--- config.mk ---
export PLATFORM = sky130hd
export DESIGN_NAME = pipe_ctrl_flat
export DESIGN_NICKNAME = d
export VERILOG_FILES = /design/src/rtl/pipe_ctrl_if.sv /design/src/rtl/pipe_ctrl.sv /design/src/flat_wrapper.sv
export SDC_FILE = /design/constraint.sdc
export NUM_CORES = 1
export LEC_CHECK = 0
export ABC_CLOCK_PERIOD_IN_PS = 2600
export CORE_ASPECT_RATIO = 1.5
export CORE_MARGIN = 10
export CORE_UTILIZATION = 40
export CTS_BUF_LIST = sky130_fd_sc_hd__clkbuf_2 sky130_fd_sc_hd__clkbuf_4 sky130_fd_sc_hd__clkbuf_8
export CTS_CLUSTER_SIZE = 16
export DETAILED_ROUTE_END_ITERATION = 10
export HOLD_SLACK_MARGIN = 0.12
export PLACE_DENSITY = 0.65
export SETUP_SLACK_MARGIN = 0.5
export SKIP_LAST_GASP = 1
export SLEW_MARGIN = 15
export SYNTH_ARGS = -nofsm -noshare
export SYNTH_HDL_FRONTEND = slang
export SYNTH_SLANG_ARGS = --single-unit
--- constraint.sdc ---
create_clock -name clk -period 2.6 [get_ports clk]
set_input_delay 0.52 -clock clk [delete_from_list [all_inputs] [get_ports clk]]
set_output_delay 0.52 -clock clk [all_outputs]
set_load 0.005 [all_outputs]
--- src/rtl/pipe_ctrl_if.sv ---
// Pipeline sequencer bus: groups every non-clock/reset signal of pipe_ctrl.
//   master : core-side driver of fetch/stall/redirect requests, observer of stage state
//   slave  : the sequencer itself (pipe_ctrl)
// Signals:
//   fetch_en, stall_req[STAGES], redirect_valid/stage/pc  -> sequencer
//   redirect_ack, stage_valid, stage_pc (flat, stage i at [i*PC_W +: PC_W]),
//   fetch_pc, retire_valid, retire_pc, retire_cnt         <- sequencer
interface pipe_ctrl_if #(
  parameter int unsigned STAGES = 5,
  parameter int unsigned PC_W   = 24,
  parameter int unsigned CNT_W  = 32
);
  localparam int unsigned SW = $clog2(STAGES);

  logic                   fetch_en;
  logic [STAGES-1:0]      stall_req;
  logic                   redirect_valid;
  logic [SW-1:0]          redirect_stage;
  logic [PC_W-1:0]        redirect_pc;
  logic                   redirect_ack;
  logic [STAGES-1:0]      stage_valid;
  logic [STAGES*PC_W-1:0] stage_pc;
  logic [PC_W-1:0]        fetch_pc;
  logic                   retire_valid;
  logic [PC_W-1:0]        retire_pc;
  logic [CNT_W-1:0]       retire_cnt;

  modport master (
    output fetch_en, stall_req, redirect_valid, redirect_stage, redirect_pc,
    input  redirect_ack, stage_valid, stage_pc, fetch_pc, retire_valid, retire_pc, retire_cnt
  );

  modport slave (
    input  fetch_en, stall_req, redirect_valid, redirect_stage, redirect_pc,
    output redirect_ack, stage_valid, stage_pc, fetch_pc, retire_valid, retire_pc, retire_cnt
  );
endinterface

--- src/rtl/pipe_ctrl.sv ---
// Parametrised in-order pipeline sequencer. Owns the fetch PC and a valid/PC tag per stage,
// resolving per-stage stalls (hold below the highest stalled stage, bubble just above it),
// branch redirects with wrong-path squash, and retire reporting with a saturating counter.
// Ports:
//   clk   : rising-edge clock
//   rst_n : asynchronous active-low reset
//   bus   : pipe_ctrl_if.slave (requests in, stage state / retire info out)
module pipe_ctrl #(
  parameter int unsigned     STAGES   = 5,
  parameter int unsigned     PC_W     = 24,
  parameter int unsigned     PC_STEP  = 4,
  parameter logic [PC_W-1:0] RESET_PC = '0,
  parameter int unsigned     CNT_W    = 32
) (
  input logic        clk,
  input logic        rst_n,
  pipe_ctrl_if.slave bus
);
  localparam int unsigned SW   = $clog2(STAGES);
  localparam int unsigned Last = STAGES - 1;

  logic [STAGES-1:0]      valid_q, valid_d;
  logic [STAGES*PC_W-1:0] pc_q, pc_d;
  logic [PC_W-1:0]        fetch_pc_q, fetch_pc_d;
  logic [CNT_W-1:0]       cnt_q, cnt_d;
  logic [STAGES-1:0]      hold;
  logic                   redir_ok;
  logic                   retire;

  // hold[i] = some stage at or above i is stalled, i.e. i <= k.
  // A redirect is blocked when any stall sits at or above the redirecting stage.
  always_comb begin : p_stall
    logic acc;
    logic blocked;
    logic legal;
    acc     = 1'b0;
    blocked = 1'b0;
    hold    = '0;
    for (int i = STAGES - 1; i >= 0; i--) begin
      acc     = acc | bus.stall_req[i];
      hold[i] = acc;
      if (bus.stall_req[i] && (i >= int'(bus.redirect_stage))) blocked = 1'b1;
    end
    legal    = (bus.redirect_stage != '0) && (int'(bus.redirect_stage) < int'(STAGES));
    redir_ok = bus.redirect_valid && legal && !blocked;
  end

  always_comb begin : p_next
    valid_d    = valid_q;
    pc_d       = pc_q;
    fetch_pc_d = fetch_pc_q;

    if (redir_ok) begin
      valid_d[0]        = 1'b1;
      pc_d[0 +: PC_W]   = bus.redirect_pc;
      fetch_pc_d        = bus.redirect_pc + PC_W'(PC_STEP);
    end else if (!hold[0]) begin
      valid_d[0]        = bus.fetch_en;
      pc_d[0 +: PC_W]   = fetch_pc_q;
      if (bus.fetch_en) fetch_pc_d = fetch_pc_q + PC_W'(PC_STEP);
    end

    for (int i = 1; i < STAGES; i++) begin
      if (redir_ok && (i <= int'(bus.redirect_stage))) begin
        // Wrong-path squash overrides any stall on these stages.
        valid_d[i] = 1'b0;
      end else if (!hold[i]) begin
        if (hold[i-1]) begin
          valid_d[i] = 1'b0;  // bubble; PC left as-is
        end else begin
          valid_d[i]               = valid_q[i-1];
          pc_d[i*PC_W +: PC_W]     = pc_q[(i-1)*PC_W +: PC_W];
        end
      end
    end

    retire = valid_q[Last] && !bus.stall_req[Last];
    cnt_d  = cnt_q;
    if (retire && (cnt_q != '1)) cnt_d = cnt_q + CNT_W'(1);
  end

  always_ff @(posedge clk or negedge rst_n) begin
    if (!rst_n) begin
      valid_q    <= '0;
      pc_q       <= '0;
      fetch_pc_q <= RESET_PC;
      cnt_q      <= '0;
    end else begin
      valid_q    <= valid_d;
      pc_q       <= pc_d;
      fetch_pc_q <= fetch_pc_d;
      cnt_q      <= cnt_d;
    end
  end

  assign bus.redirect_ack = redir_ok;
  assign bus.stage_valid  = valid_q;
  assign bus.stage_pc     = pc_q;
  assign bus.fetch_pc     = fetch_pc_q;
  assign bus.retire_valid = retire;
  assign bus.retire_pc    = pc_q[Last*PC_W +: PC_W];
  assign bus.retire_cnt   = cnt_q;
endmodule

--- src/flat_wrapper.sv ---
// flat-port wrapper written by rule: the top's interface ports become plain ports
module pipe_ctrl_flat 
#(
  parameter int unsigned     STAGES   = 5,
  parameter int unsigned     PC_W     = 24,
  parameter int unsigned     PC_STEP  = 4,
  parameter logic [PC_W-1:0] RESET_PC = '0,
  parameter int unsigned     CNT_W    = 32
)
  (clk, rst_n, bus_fetch_en, bus_stall_req, bus_redirect_valid, bus_redirect_stage, bus_redirect_pc, bus_redirect_ack, bus_stage_valid, bus_stage_pc, bus_fetch_pc, bus_retire_valid, bus_retire_pc, bus_retire_cnt);
  pipe_ctrl_if #(.STAGES(STAGES), .PC_W(PC_W), .CNT_W(CNT_W)) bus_i ();
  input logic clk;
  input logic rst_n;
  input wire logic [$bits(bus_i.fetch_en)-1:0] bus_fetch_en;
  input wire logic [$bits(bus_i.stall_req)-1:0] bus_stall_req;
  input wire logic [$bits(bus_i.redirect_valid)-1:0] bus_redirect_valid;
  input wire logic [$bits(bus_i.redirect_stage)-1:0] bus_redirect_stage;
  input wire logic [$bits(bus_i.redirect_pc)-1:0] bus_redirect_pc;
  output wire logic [$bits(bus_i.redirect_ack)-1:0] bus_redirect_ack;
  output wire logic [$bits(bus_i.stage_valid)-1:0] bus_stage_valid;
  output wire logic [$bits(bus_i.stage_pc)-1:0] bus_stage_pc;
  output wire logic [$bits(bus_i.fetch_pc)-1:0] bus_fetch_pc;
  output wire logic [$bits(bus_i.retire_valid)-1:0] bus_retire_valid;
  output wire logic [$bits(bus_i.retire_pc)-1:0] bus_retire_pc;
  output wire logic [$bits(bus_i.retire_cnt)-1:0] bus_retire_cnt;
  assign bus_i.fetch_en = bus_fetch_en;
  assign bus_i.stall_req = bus_stall_req;
  assign bus_i.redirect_valid = bus_redirect_valid;
  assign bus_i.redirect_stage = bus_redirect_stage;
  assign bus_i.redirect_pc = bus_redirect_pc;
  assign bus_redirect_ack = bus_i.redirect_ack;
  assign bus_stage_valid = bus_i.stage_valid;
  assign bus_stage_pc = bus_i.stage_pc;
  assign bus_fetch_pc = bus_i.fetch_pc;
  assign bus_retire_valid = bus_i.retire_valid;
  assign bus_retire_pc = bus_i.retire_pc;
  assign bus_retire_cnt = bus_i.retire_cnt;
  pipe_ctrl #(.STAGES(STAGES), .PC_W(PC_W), .PC_STEP(PC_STEP), .RESET_PC(RESET_PC), .CNT_W(CNT_W)) u_core (.clk(clk), .rst_n(rst_n), .bus(bus_i));
endmodule
==> impl_metrics.tcl <==
set metrics [dict create \
    cp_max_fo 5 \
    cpMaxStageDelayCell "or4_4" \
    p_clk_share_pct 20.4 \
    endpoint "u_core.bus.fetch_pc[18]" \
    worst_pin_slew_ns 0.601 \
    period_share_pct 80.5 \
    synth.avg_cell_area_sq_um 11.7 \
    cts.sinks 181 \
    ant_nets 0 \
    antenna_found_initial 0 \
    fin_worst_skew_ns 0.0122 \
    max_stage_delay_ns 0.59 \
    p_seq_share_pct 42.6 \
    total_power_mw 10.8 \
    layout.nets 1061 \
    grt_pass1_wl_um 39900 \
    setup_violations 0 \
    synth.distinct_cells 42 \
    numCtsBuffers 17 \
    ys_ff_latch 181 \
    clock_tree.buffer_depth 2 \
    r2r_start "u_core.bus.retire_cnt[16]" \
    synth_area_sq_um 8330 \
    drv_cap 0 \
    peakVddDrop_uv 397 \
    globalplace.congestion 0.911 \
    r2r-end "u_core.bus.retire_cnt[30]" \
    vias 6457 \
    path_clk_slew_ns 0.09 \
    cp_num_cells 10 \
    path_delay_family "simple AND/OR/NAND/NOR gates" \
    wl_um 26200 \
    drc 0 \
    synth_top_area_share_pct 54.4 \
    synth_top_area_cell "dfrtp_1" \
    crit_required_ns 2.99 \
    timing_worst_setup_path_type "in -> reg" \
    combinationalPowerShare_pct 37.0 \
    cell_internal_pwr_mw 7.56 \
    post-synth-top-count-cell "dfrtp_1" \
    startpoint_type "primary input" \
    coreArea_sq_um 20400 \
    period_needed_ns 2.09 \
    syn2layout_area_growth_pct 47.9 \
    p_sw_mw 3.21 \
    yosys-top-cells-area "dfrtp_1 (54%), mux2_2 (14%), xnor2_1 (4.4%), mux2i_1 (3.8%), xor2_1 (3.2%)" \
    htree_levels 4 \
    rsz0062_at_grt "true" \
    power.density_nw_per_um2 874 \
    first_pass_iters 4 \
    ys_warn_count 0 \
    max_freq_ghz 0.478 \
    synth_cells 711 \
    status "complete, no violations" \
    hold_viol_final 0 \
    worstSkewPairLatency_ns 0.47 \
    startpoint "bus_stall_req[1]" \
    yosysSeqAreaShare_pct 54.4 \
    dp_hpwl_um 20700 \
    critPathArrivalTime_ns 2.49 \
    ys_async_sr_fraction_pct 100 \
    r2r_slack_ns 0.58 \
    max_slew_margin_pct 59.6 \
    track_usage_pct 19.3 \
    crit_buf_inv 3 \
    drive_above_1_share_pct 28.4 \
    post-place-cells 1246 \
    fp-row-count 64 \
    post-route-util_pct 60.3 \
    p_leak_nw 5.36 \
    grt_overflow_total 0 \
    grt_max_degree 57 \
    die_w_um 138 \
    start_util_pct 40.8 \
    final-max-slew-violation-count 0 \
    fp.dieH_um 197 \
    synth_fp_nets 749 \
    ys.flop_type "dfrtp_1" \
    portBuffers 242 \
    min_path_type "in -> reg" \
    die-area_sq_um 27100 \
    crit_path_end_kind "register" \
    yosys-top-cells-count "dfrtp_1 (181), mux2_2 (103), nor2_1 (59)" \
    crit_chain "dlygate4sd2_1 -> buf_4 -> or4_4 -> nor3b_4 -> nand2_8 -> nor2_4 -> buf_4 -> nand2_1 -> xor2_1 -> a21oi_1" \
    pin_count 243 \
    first_global_vias 6727 \
    synth_edf_count 0 \
    viasPerCell 4.96 \
    p_sw_share_pct 29.8 \
    drt_iter0_markers 289 \
    cts_tree "done" \
    fin_hold_ws_ns 0.471 \
    fin_cells 1301 \
    cts-root-buf "clkbuf_8" \
    wl_per_cell_um 20.2 \
    path_common_cell "buf_4" \
    rr_worst_depth 6 \
]
[layer usage]
metal | share of wire (%) | vias up | track usage [%]
met5 | 0 | - | 0
met4 | 2.4 | 0 | 6.70
met3 | 5.2 | 35 | 4.25
li1 | - | 3079 | -
met2 | 56 | 177 | 36.2
met1 | 36 | 3166 | 20.3
[metrics by stage]
step	setup WS, ns	setup TNS [ns]	area (sq um)
finish	0.508	0	12300
global route	0.468	0	12300
CTS	0.445	0	12100
detailed placement	-0.276	-8.52	11600
global placement	-0.219	-7.14	11600
floorplan	0.337	0	8480
[worst min-delay path by stage]
| stage | startpoint | to | slack (ns) | depth (start not counted) |
|---|---|---|---|---|
| finish | bus_redirect_stage[0] | u_core.bus.stage_valid[3] | 0.47 | 4 |
| global route | bus_redirect_stage[0] | u_core.bus.stage_valid[3] | 0.49 | 4 |
| CTS | u_core.bus.retire_cnt[20] | u_core.bus.retire_cnt[20] | 0.50 | 1 |
| detailed placement | u_core.bus.retire_cnt[20] | u_core.bus.retire_cnt[20] | 0.48 | 1 |
| global placement | u_core.bus.retire_cnt[22] | u_core.bus.retire_cnt[22] | 0.48 | 1 |
| floorplan | rst_n | u_core.bus.fetch_pc[0] | 0.22 | 0 |
[area by class of cell]
cell class              instances  area (sq um)
diodes                          1          2.50
inverters                      10          37.5
fillers                      1758          8100
clock inverters                10           169
repair buffers                342          3240
multi-input cells             471          3700
well taps                     264           330
clock buffers                  22           297
flip-flops and latches        181          4540
[flip-flops by register name (all words and copies together) (netlist names)]
| signal | count |
|---|---|
| u_core.bus.fetch_pc | 24 |
| u_core.bus.stage_valid | 5 |
| u_core.bus.retire_cnt | 32 |
| u_core.bus.stage_pc | 120 |
[what timing repair did]
| item | in CTS | in global routing |
|---|---|---|
| gates resized for setup | 41 | 30 |
| pin swaps | 12 | 13 |
| setup buffers | 8 | 13 |
| hold buffers | 1 | 0 |
| endpoints found under the hold margin | 53 | 0 |
| endpoints found under the setup margin | 70 | 65 |
[kinds of logic (layout without fill, tap and decap cells)]
group,Yosys count,count (layout),share of synthesized area [%]
AND/OR/NAND/NOR,210,210,12.6
other,0,1,0
adder cells (fa/ha/maj),2,2,0.300
buffers and inverters,59,384,4.04
XOR/XNOR,72,72,7.57
flip-flops,181,181,54.4
multiplexers,135,135,17.8
AO/OA/AOI/OAI,52,52,3.37
[power groups by stage]
stage                     combinational, mW  clock (mW)  sequential (mW)
after detailed placement               4.05           0             4.64
final                                  3.99        2.20             4.58
after floorplan                        1.33           0             4.47
after global placement                 4.01           0             4.62
after global routing                   4.26        2.37             4.73
after CTS                              4.06        2.26             4.59
[worst register-to-register path, stage by stage, from the launching register on]
cell and delay [ns]:
dfrtp_1 0.45, nand4_1 0.18, nor4_4 0.40, nand3_1 0.18
or3_4 0.39, nor3_1 0.20, xnor2_1 0.14
[placed cells by master (no fill, tap or decap), drive strengths merged, types with 4 or more instances in the layout]
cell type      instances
buf                  100
and3                  14
inv                   11
or3                    5
nand3                 19
a21oi                 35
dlymetal6s2s           4
clkdlybuf4s50        219
nand4                 20
xnor2                 42
o21ai                 12
nor3                  12
nor2                  59
xor2                  30
mux2i                 32
bufinv                 4
dfrtp                181
dlygate4sd2           14
nand2                 54
clkbuf                26
mux2                 103
nor4                   7
Power figures use the tool's default switching activity.
